### src/rtl/stopwatch_pkg.sv
// stopwatch_pkg: FSM state encoding and time-field limits shared by the stopwatch blocks.
package stopwatch_pkg;
    typedef enum logic [1:0] {STOP = 2'd0, RUN = 2'd1, CLEAR = 2'd2} state_t;
    localparam int MSEC_MAX = 99;
    localparam int SEC_MAX  = 59;
    localparam int MIN_MAX  = 59;
    localparam int HOUR_MAX = 23;
endpackage

### src/rtl/stopwatch_time_gen_tick_gen.sv
// tick_gen: divides clk down to a one-cycle tick at the terminal count; holds phase when disabled.
module tick_gen #(
    parameter int DIV = 10
) (
    input  logic clk,
    input  logic reset,
    input  logic enable,
    input  logic clear,
    output logic tick
);
    localparam int W = $clog2(DIV);
    logic [W-1:0] cnt;
    assign tick = enable && cnt == W'(DIV - 1);
    always_ff @(posedge clk or negedge reset)
        if (!reset)
            cnt <= '0;
        else if (clear)
            cnt <= '0;
        else if (enable)
            cnt <= tick ? '0 : cnt + 1'b1;
endmodule

### src/rtl/stopwatch_time_gen.sv
// stopwatch_time_gen: run/stop/clear stopwatch producing hh:mm:ss.cc with a single-edge carry cascade.
// Defining STOPWATCH_LAP_EN adds a lap freeze of the outputs driven by btn_lap.
module stopwatch_time_gen
    import stopwatch_pkg::*;
#(
    parameter int CLK_FREQ = 100_000_000,
    parameter int TICK_HZ  = 100
) (
    input  logic       clk,
    input  logic       reset,
    input  logic       btn_run_stop,
    input  logic       btn_clear,
    input  logic       btn_lap,
    output logic [6:0] msec,
    output logic [5:0] sec,
    output logic [5:0] min,
    output logic [4:0] hour,
    output logic       running,
    output logic       lap_active
);
    state_t state, next_state;
    logic tick, clr, c_ms, c_s, c_m;
    logic [6:0] msec_q, msec_d;
    logic [5:0] sec_q, sec_d, min_q, min_d;
    logic [4:0] hour_q, hour_d;

    always_ff @(posedge clk or negedge reset)
        if (!reset) begin
            state   <= STOP;
            running <= 1'b0;
        end else begin
            state   <= next_state;
            running <= next_state == RUN;
        end

    always_comb begin
        next_state = state;
        unique case (state)
            STOP:    next_state = btn_clear ? CLEAR : btn_run_stop ? RUN : STOP;
            RUN:     next_state = btn_run_stop ? STOP : RUN;
            default: next_state = STOP;
        endcase
    end

    assign clr = state == CLEAR;

    tick_gen #(.DIV(CLK_FREQ / TICK_HZ)) u_tick (
        .clk    (clk),
        .reset  (reset),
        .enable (state == RUN),
        .clear  (clr),
        .tick   (tick)
    );

    // carries are all decoded from current values so the whole cascade lands on one edge
    assign c_ms = tick && msec_q == 7'(MSEC_MAX);
    assign c_s  = c_ms && sec_q == 6'(SEC_MAX);
    assign c_m  = c_s && min_q == 6'(MIN_MAX);

    always_comb begin
        msec_d = clr ? '0 : !tick ? msec_q : c_ms ? '0 : msec_q + 7'd1;
        sec_d  = clr ? '0 : !c_ms ? sec_q : c_s ? '0 : sec_q + 6'd1;
        min_d  = clr ? '0 : !c_s ? min_q : c_m ? '0 : min_q + 6'd1;
        hour_d = clr ? '0 : !c_m ? hour_q : hour_q == 5'(HOUR_MAX) ? '0 : hour_q + 5'd1;
    end

    always_ff @(posedge clk or negedge reset)
        if (!reset) begin
            msec_q <= '0;
            sec_q  <= '0;
            min_q  <= '0;
            hour_q <= '0;
        end else begin
            msec_q <= msec_d;
            sec_q  <= sec_d;
            min_q  <= min_d;
            hour_q <= hour_d;
        end

`ifdef STOPWATCH_LAP_EN
    logic       lap;
    logic [6:0] msec_s;
    logic [5:0] sec_s, min_s;
    logic [4:0] hour_s;

    always_ff @(posedge clk or negedge reset)
        if (!reset) begin
            lap    <= 1'b0;
            msec_s <= '0;
            sec_s  <= '0;
            min_s  <= '0;
            hour_s <= '0;
        end else if (clr || (state == RUN && btn_run_stop)) begin
            lap <= 1'b0;
        end else if (state == RUN && btn_lap) begin
            lap    <= !lap;
            msec_s <= msec_q;
            sec_s  <= sec_q;
            min_s  <= min_q;
            hour_s <= hour_q;
        end

    assign lap_active = lap;
    assign msec       = lap ? msec_s : msec_q;
    assign sec        = lap ? sec_s : sec_q;
    assign min        = lap ? min_s : min_q;
    assign hour       = lap ? hour_s : hour_q;
`else
    logic unused_lap;
    assign unused_lap = btn_lap;
    assign lap_active = 1'b0;
    assign msec       = msec_q;
    assign sec        = sec_q;
    assign min        = min_q;
    assign hour       = hour_q;
`endif
endmodule

### config.mk
export PLATFORM = sky130hd
export DESIGN_NAME = stopwatch_time_gen
export DESIGN_NICKNAME = d
export VERILOG_FILES = /design/src/rtl/stopwatch_pkg.sv /design/src/rtl/stopwatch_time_gen_tick_gen.sv /design/src/rtl/stopwatch_time_gen.sv
export SDC_FILE = /design/constraint.sdc
export NUM_CORES = 1
export LEC_CHECK = 0
export BUFFER_PORTS_ARGS = -buffer_cell sky130_fd_sc_hd__buf_2
export CAP_MARGIN = 20
export CORE_MARGIN = 3
export CORE_UTILIZATION = 55
export DETAILED_ROUTE_END_ITERATION = 10
export PLACE_DENSITY = 0.75
export SYNTH_ARGS = -nofsm -noshare
export SYNTH_HDL_FRONTEND = slang
export SYNTH_HIERARCHICAL = 1
export SYNTH_SLANG_ARGS = --single-unit
### constraint.sdc
create_clock -name clk -period 3.28 [get_ports clk]
set_input_delay 0.328 -clock clk [delete_from_list [all_inputs] [get_ports clk]]
set_output_delay 0.328 -clock clk [all_outputs]
set_load 0.1 [all_outputs]
# Word-level counts from Yosys, hierarchy flattened
# Cells that the tools add are included.
[word_totals] reg_bits=47 in_bits=5 out_inout_bits=26
[op_classes] addsub=5 eq_ne=8 mux=19 n_reduce_logical=10
[ops] operator="two-way mux 20 bit" n=3
[ops] operator="two-way mux 6 bit" n=6
[ops] operator="two-way mux 7 bit" n=3
[ops] operator="adder 20 x 1 -> 20 bit (second input constant)" n=1
[ops] operator="equality test 20 bit (second input constant)" n=1
[ops] operator="two-way mux 5 bit" n=3
[ops] operator="adder 6 x 1 -> 6 bit (second input constant)" n=2
[ops] operator="equality test 6 bit (second input constant)" n=2
[ops] operator="nonzero test 2 bit" n=5
[ops] operator="adder 7 x 1 -> 7 bit (second input constant)" n=1
[ops] operator="equality test 7 bit (second input constant)" n=1
[ops] operator="adder 5 x 1 -> 5 bit (second input constant)" n=1
[ops] operator="equality test 5 bit (second input constant)" n=1
[ops] operator="equality test 2 x 1 -> 1 bit (second input constant)" n=2
[ops] operator="logical AND 1 bit" n=4
[ops] operator="one-hot mux 2 bit (2 select lines)" n=1
[ops] operator="equality test 2 bit (second input constant)" n=1
[ops] operator="logical NOT 2 bit" n=1
[ops] operator="two-way mux 1 bit" n=2
[ops] operator="two-way mux 2 bit" n=1

# Longest topological paths before layout
# Gate-level depths: netlist (run 1).
[depth] depth_word=8 depth_mapped=10 depth_no_buf=8

# By module
# The synthesis (run 1) kept the hierarchy.
[modules_own_cells] mod="stopwatch_time_gen" instances=1 cells_each=149 area_per_inst_um2=1421.4 seq_area_each_um2=675.6
[modules_own_cells] mod="tick_gen" instances=1 cells_each=119 area_per_inst_um2=1091.0 seq_area_each_um2=500.5

# Worst setup path before layout (run 1)
# OpenSTA, ideal clock, no wires.
[synth_path] path_type="reg2reg" from="register msec_q[0] (netlist: msec[0])" to="register hour_q[0] (netlist: hour[0])" t_arrival_ps=2870 t_required_ps=3199 path_slack_ps=329 path_stages_with_launch=7 synth_period_minus_slack_ps=2951 cell_sequence="dfrtp_1 -> ha_1 -> or3b_1 -> clkbuf_2 -> or4_4 -> or4_1 -> a21oi_1"
[synth_via] elab_chain_len=5
[synth_lines] element="start, declared" line="stopwatch_time_gen.sv:23" rtl="logic [6:0] msec_q, msec_d;"
[synth_lines] element="start signal, assigned" line="stopwatch_time_gen.sv:74" rtl="msec_q <= msec_d;"
[synth_lines] element="equality test 7 bit" line="stopwatch_time_gen.sv:56" rtl="assign c_ms = tick && msec_q == 7'(MSEC_MAX);"
[synth_lines] element="logical AND 1 bit" line="stopwatch_time_gen.sv:56"
[synth_lines] element="logical AND 1 bit" line="stopwatch_time_gen.sv:57" rtl="assign c_s = c_ms && sec_q == 6'(SEC_MAX);"
[synth_lines] element="logical AND 1 bit" line="stopwatch_time_gen.sv:58" rtl="assign c_m = c_s && min_q == 6'(MIN_MAX);"
[synth_lines] element="nonzero test 2 bit (no source line)"
[synth_lines] element="end signal, assigned" line="stopwatch_time_gen.sv:77" rtl="hour_q <= hour_d;"
[synth_lines] element="end, declared" line="stopwatch_time_gen.sv:25" rtl="logic [4:0] hour_q, hour_d;"
# No other way between the ends.
# A chain may end at the register's enable or synchronous reset.

# Final worst setup path (run 1)
[layout_path] from="register u_tick.cnt[0]" to="register hour_q[0] (netlist: hour[0])"
[layout_via] elab_chain_len=6
[layout_lines] element="start, declared" line="stopwatch_time_gen_tick_gen.sv:12" rtl="logic [W-1:0] cnt;"
[layout_lines] element="start signal, assigned" line="stopwatch_time_gen_tick_gen.sv:20" rtl="cnt <= tick ? '0 : cnt + 1'b1;"
[layout_lines] element="equality test 20 bit" line="stopwatch_time_gen_tick_gen.sv:13" rtl="assign tick = enable && cnt == W'(DIV - 1);"
[layout_lines] element="logical AND 1 bit" line="stopwatch_time_gen_tick_gen.sv:13"
[layout_lines] element="net tick" line="stopwatch_time_gen.sv:22" rtl="logic tick, clr, c_ms, c_s, c_m;"
[layout_lines] element="logical AND 1 bit" line="stopwatch_time_gen.sv:56"
[layout_lines] element="logical AND 1 bit" line="stopwatch_time_gen.sv:57"
[layout_lines] element="logical AND 1 bit" line="stopwatch_time_gen.sv:58"
[layout_lines] element="nonzero test 2 bit (no source line)"
# The timed path passes the listed nets, and every way through them passes these cells.

==> run summary, run 1 <==
status - complete, no violations
max-slew violations - 0
share of layout cells above drive strength 1 - 0.160
total congestion overflow - 0
Post-synth EDFFs - 0
clock transition at the registers of the reported paths - 90 ps
crit share post-route - 0.899
final setup violation count - 0
gr usage total - 0.209
Top Family by Delay on Critical Path - simple AND/OR/NAND/NOR gates
syn nets - 278
total I/O pin count - 31
RSZ-0062 raised after global routing - false
Cell Pwr Density - 402 nW/um2
core area - 4200 um2
clk buf depth - 2
Synth Warn # - 6
total of max-cap violations - 0
Sw Pwr - 307 uW
ANT cells - 0
synth cell count leaders - dfrtp_1 (47), nor2_1 (37), nand2_1 (23), nand3_1 (18), xnor2_1 (14)
Syn Inst Count - 268
RePlAce Congestion - 0.867
# nets final - 309
total number of placement rows - 23
WL per Instance - 14.4 um
first-pass GRT wire length - 8.99 mm
Clock power frac - 0.336
Setup CP Type - reg -> reg
Area Growth Syn to Fin - 12.4%
Mean Syn Cell Area - 9.37 um2
CP max-delay cell - or4_4
WHS Path Cells - 2
Slew Limit Headroom - 0.476
placed inst area - 2690 um2
vias per cell - 5.99
clock sinks - 47
CTS tree - done
Critical Path Sink Type - register
clock skew - 5.03 ps
worst-path fanout max - 15
asr flop ratio synth - 1.00
critical path startpoint category - register
number of buffers and inverters on the critical path - 0
Synth top area share - 0.468
ANT nets after route - 0
Residual DRC - 0
WP data required - 3510 ps
R2R depth - 8
Worst-Margin Slew - 786 ps
CP Depth - 8
Internal - 827 uW
Min Hold Slack - 298 ps
H-tree depth - 2
fin area - 2820 um2
Seq pwr share - 0.544
Pleak - 0.00131 uW
total CTS buffers - 5
Synth Flop Type - dfrtp_1
largest net degree at the start of global routing - 48
CP Data Arrival Time - 3170 ps
post-cts sizing count - 0
most frequent cell after synthesis - dfrtp_1
detailed-route via count - 2,096
port bufs - 28
iteration count of the initial detailed-routing pass - 4
Yosys reg bits - 47
Hold Fails Final Rpt - 0
drt initial violations - 137
Cell Chain, Critical Path - ha_1, nand3_2, or2_4, nor3_2, nand4b_1, or4_4, or4_1, a21oi_1
final WL - 5.05 mm
Yosys top cell by area - dfrtp_1
Synth Cell Area - 2510 um2
Crit path largest cell delay - 680 ps
Clk Latency, worst-skew pair - 290 ps
die area - 5410 um2
setup TNS - 0 ps
initial antenna violation count - 0
vias in the first global route - 1,948
post-synthesis sequential area ratio - 0.468
maximum vdd drop - 0.463 mV
HPWL Detailed - 3.55 mm
synth top area cells - dfrtp_1 (47%), nor2_1 (5.5%), xnor2_1 (4.9%), nand3_1 (3.6%), nand2_1 (3.4%)
switching fraction of total power - 0.271
Tmin final - 2950 ps
Starting Density - 0.598
synth unique cells - 51
CTS root buf - clkbuf_8
Die W - 73.6 um
FMAX - 339 MHz
Gate power share - 0.121
worst min-delay path class - in -> reg
Util after Layout - 0.672
die height - 73.6 um
-- stage by stage --
stage                     worst slack [ps]  cells  power [uW]
after detailed placement               359    340         761
after CTS                              338    348        1150
final                                  332    350        1130
after floorplan                        329    268         722
after global routing                   136    350        1190
after global placement                 423    340         759
-- flip-flops by register name (all words and copies together), names as in the netlist --
name	flops
msec	7
u_tick/cnt	20
min	6
state	2
hour	5
sec	6
running	1
-- repair_timing --
action,in CTS,in global routing
hold buffers,0,1
setup endpoints to repair,0,0
setup buffers,0,0
hold endpoints to repair,0,7
-- metal layers --
layer / wire, um / share of wire / global-route usage / up-vias
met5: 0 / 0 / 0 / -
met4: 31 / 0.0061 / 0.0584 / 0
met3: 225 / 0.045 / 0.0369 / 5
met2: 2320 / 0.46 / 0.330 / 42
met1: 2470 / 0.49 / 0.296 / 1023
li1: - / - / - / 1026
-- power groups by stage --
stage	combinational [uW]	clock, uW	sequential [uW]
after floorplan	85.0	0	637
after global placement	132	0	626
after detailed placement	134	0	627
after CTS	135	396	615
after global routing	156	420	619
final	137	380	616
-- placed cells by master, fill, tap and decap left out, types with 3 or more instances in the layout --
| cell type | count |
|---|---|
| clkbuf_8 | 7 |
| mux2i_1 | 5 |
| or4_1 | 4 |
| o21ai_0 | 11 |
| dfrtp_1 | 47 |
| buf_4 | 5 |
| nand2b_1 | 3 |
| inv_1 | 5 |
| or3_1 | 3 |
| nor3b_1 | 3 |
| nor2_1 | 37 |
| and3_1 | 3 |
| a21oi_1 | 9 |
| nand3_1 | 18 |
| o2111ai_1 | 3 |
| nand4_1 | 11 |
| buf_2 | 28 |
| nor3_1 | 8 |
| nand2_1 | 23 |
| ha_1 | 5 |
| xnor2_1 | 14 |
| xor2_1 | 7 |
-- final timing paths --
kind / from / endpoint / slack, ps
min: btn_clear / state[1] / 300
max in group asynchronous: reset / u_tick/cnt[6] / 2400
max: u_tick/cnt[0] / hour[0] / 330
min in group asynchronous: reset / min[5] / 410
min reg2reg: state[0] / state[1] / 500
max reg2reg: u_tick/cnt[0] / hour[0] / 330
-- cell families (layout without fill, tap and decap cells) --
family	Yosys count	in the layout	synth area share
and+or+nand+nor	134	134	0.279
DFF	47	47	0.468
AOI/OAI and AO/OA	39	39	0.102
xor gates and xnor gates	21	21	0.0732
buffers and inverters	16	48	0.0314
adders and majority gates	5	5	0.0249
muxes	5	5	0.0199
other	1	1	0.00149
-- cell type report --
| type | instances | area, um2 |
|---|---|---|
| Sequential cell | 47 | 1180 |
| Timing Repair Buffer | 35 | 208 |
| Tap cell | 50 | 62.6 |
| Clock buffer | 8 | 100 |
| Fill cell | 365 | 1380 |
| Inverter | 5 | 18.8 |
| Multi-Input combinational cell | 205 | 1260 |
(Power assumes the default switching activity.)
==> run 2, diff against run 1 <==
--- a/config.mk
+++ b/config.mk
@@ -11,6 +11,7 @@
 export CORE_UTILIZATION = 55
 export DETAILED_ROUTE_END_ITERATION = 10
 export PLACE_DENSITY = 0.75
+export RECOVER_POWER = 100
 export SYNTH_ARGS = -nofsm -noshare
 export SYNTH_HDL_FRONTEND = slang
 export SYNTH_HIERARCHICAL = 1
==> run 2 against run 1 <==
- the run now ends with capacitance limit, slew limit left
- critical path depth is the same
- sequential cell count unchanged
- via count increased by 0.29%
- die area unchanged
- count of clock-buffer cells in the layout unchanged
- utilization down 1.5 points
- cell area down 2.2%
- routed wire length up 0.99%
==> run summary, run 2 (synthesized netlist as in run 1, its figures left out) <==
status - complete, but fails checks (was complete, no violations)
failing checks - capacitance limit, slew limit
Non-Filler Instances - 350 (unchanged)
Residual DRC - 0 (unchanged)
die height - 73.6 um (unchanged)
Area Growth Syn to Fin - 9.91% (was 12.4%)
worst-path fanout max - 15 (unchanged)
WP data required - 3500 ps (was 3510 ps)
Top reg by flops - u_tick/cnt (unchanged)
Die W - 73.6 um (unchanged)
H-tree depth - 2 (unchanged)
Slew Limit Headroom - -0.207 (was 0.476)
total of max-cap violations - 1 (was 0)
Hold Fails Final Rpt - 0 (unchanged)
Clk Latency, worst-skew pair - 300 ps (was 290 ps)
CTS root buf - clkbuf_8 (unchanged)
max-slew violations - 41 (was 0)
CP Data Arrival Time - 3210 ps (was 3170 ps)
vias per cell - 6.01 (was 5.99)
FMAX - 334 MHz (was 339 MHz)
RePlAce Congestion - 0.867 (unchanged)
Setup CP Type - reg -> reg (unchanged)
most frequent cells in the layout - dfrtp_1 (47), nor2_1 (37), clkbuf_1 (30) (was dfrtp_1 (47), nor2_1 (37), buf_2 (28))
Util after Layout - 0.657 (was 0.672)
detailed-route via count - 2,102 (was 2,096)
commonest non-fill, non-tap cell in the layout - dfrtp_1 (unchanged)
total number of placement rows - 23 (unchanged)
clock skew - 4.87 ps (was 5.03 ps)
critical path startpoint category - register (unchanged)
CTS tree - done (unchanged)
max reg flops - 20 (unchanged)
total congestion overflow - 0 (unchanged)
Cell Pwr Density - 409 nW/um2 (was 402 nW/um2)
Starting Density - 0.598 (unchanged)
gr usage total - 0.209 (unchanged)
Worst-Margin Slew - 1810 ps (was 786 ps)
Placed Cells - 340 (unchanged)
hold_sp - btn_clear (unchanged)
WL per Instance - 14.6 um (was 14.4 um)
total CTS buffers - 5 (unchanged)
ANT cells - 0 (unchanged)
die area - 5410 um2 (unchanged)
core area - 4200 um2 (unchanged)
clk buf depth - 2 (unchanged)
iteration count of the initial detailed-routing pass - 4 (unchanged)
share of layout cells above drive strength 1 - 0.0533 (was 0.160)
maximum vdd drop - 0.467 mV (was 0.463 mV)
# nets final - 309 (unchanged)
Tmin final - 2990 ps (was 2950 ps)
final WL - 5.10 mm (was 5.05 mm)
setup TNS - 0 ps (unchanged)
first-pass GRT wire length - 8.99 mm (unchanged)
final setup violation count - 0 (unchanged)
Reg2Reg Launch Point - u_tick/cnt[0] (unchanged)
largest net degree at the start of global routing - 48 (unchanged)
port bufs - 28 (unchanged)
clock transition at the registers of the reported paths - 90 ps (about the same)
HPWL Detailed - 3.55 mm (unchanged)
total I/O pin count - 31 (unchanged)
post-cts sizing count - 0 (unchanged)
worst min-delay path class - in -> reg (unchanged)
RSZ-0062 raised after global routing - false (unchanged)
initial antenna violation count - 0 (unchanged)
vias in the first global route - 1,948 (unchanged)
CP Launch Point - u_tick/cnt[0] (unchanged)
clock sinks - 47 (unchanged)
Pleak - 0.00118 uW (was 0.00131 uW)
Min Hold Slack - 296 ps (was 298 ps)
drt initial violations - 169 (was 137)
crit share post-route - 0.912 (was 0.899)
ANT nets after route - 0 (unchanged)
Critical Path Sink Type - register (unchanged)
[run 2: area by class of cell]
type | count | area, um2
Multi-Input combinational cell | 205 | 1250
Tap cell | 50 | 62.6
Sequential cell | 47 | 1180
Fill cell | 382 | 1440
Clock buffer | 8 | 100
Inverter | 5 | 18.8
Timing Repair Buffer | 35 | 154
[run 2: worst paths after layout]
kind                            endpoint  slack (ps)  cells past startpoint
min in group asynchronous         min[5]         470                      2
min                             state[1]         300                      2
max in group asynchronous  u_tick/cnt[6]         560                      3
min reg2reg                     state[1]         500                      1
max reg2reg                      hour[0]         290                      8
max                              hour[0]         290                      8
[run 2: per-stage QoR]
step           power [uW]  worst slack (ps)  area [um2]
6_report             1130               290        2760
2_1_floorplan         722               329        2510
3_5_place_dp          761               359        2690
5_1_grt              1190              70.2        2760
3_3_place_gp          759               423        2690
4_1_cts              1150               338        2790
[run 2: layer usage]
layer / track usage / up-vias / share of wire
li1: - / 1028 / -
met4: 0.0584 / 0 / 0.0098
met1: 0.296 / 1029 / 0.49
met2: 0.330 / 38 / 0.46
met3: 0.0369 / 7 / 0.041
met5: 0 / - / 0
[run 2: what timing repair did]
action,4_1_cts,5_1_grt
buffers inserted,0,0
hold endpoints to repair,0,7
hold buffers,0,1
[run 2: report_power, final]
part,switching [uW],internal (uW)
Sequential,18.6,597
Combinational,98.9,31.7
Clock,190,193
Total,308,821
[run 2: critical path: stages, from the launching register on]
cell and delay [ps]:
dfrtp_1 400, ha_1 200, nand3_1 130, or2_0 310, nor3_2 270, nand4b_1 260, or4_4 680, or4_1 530
a21oi_1 130
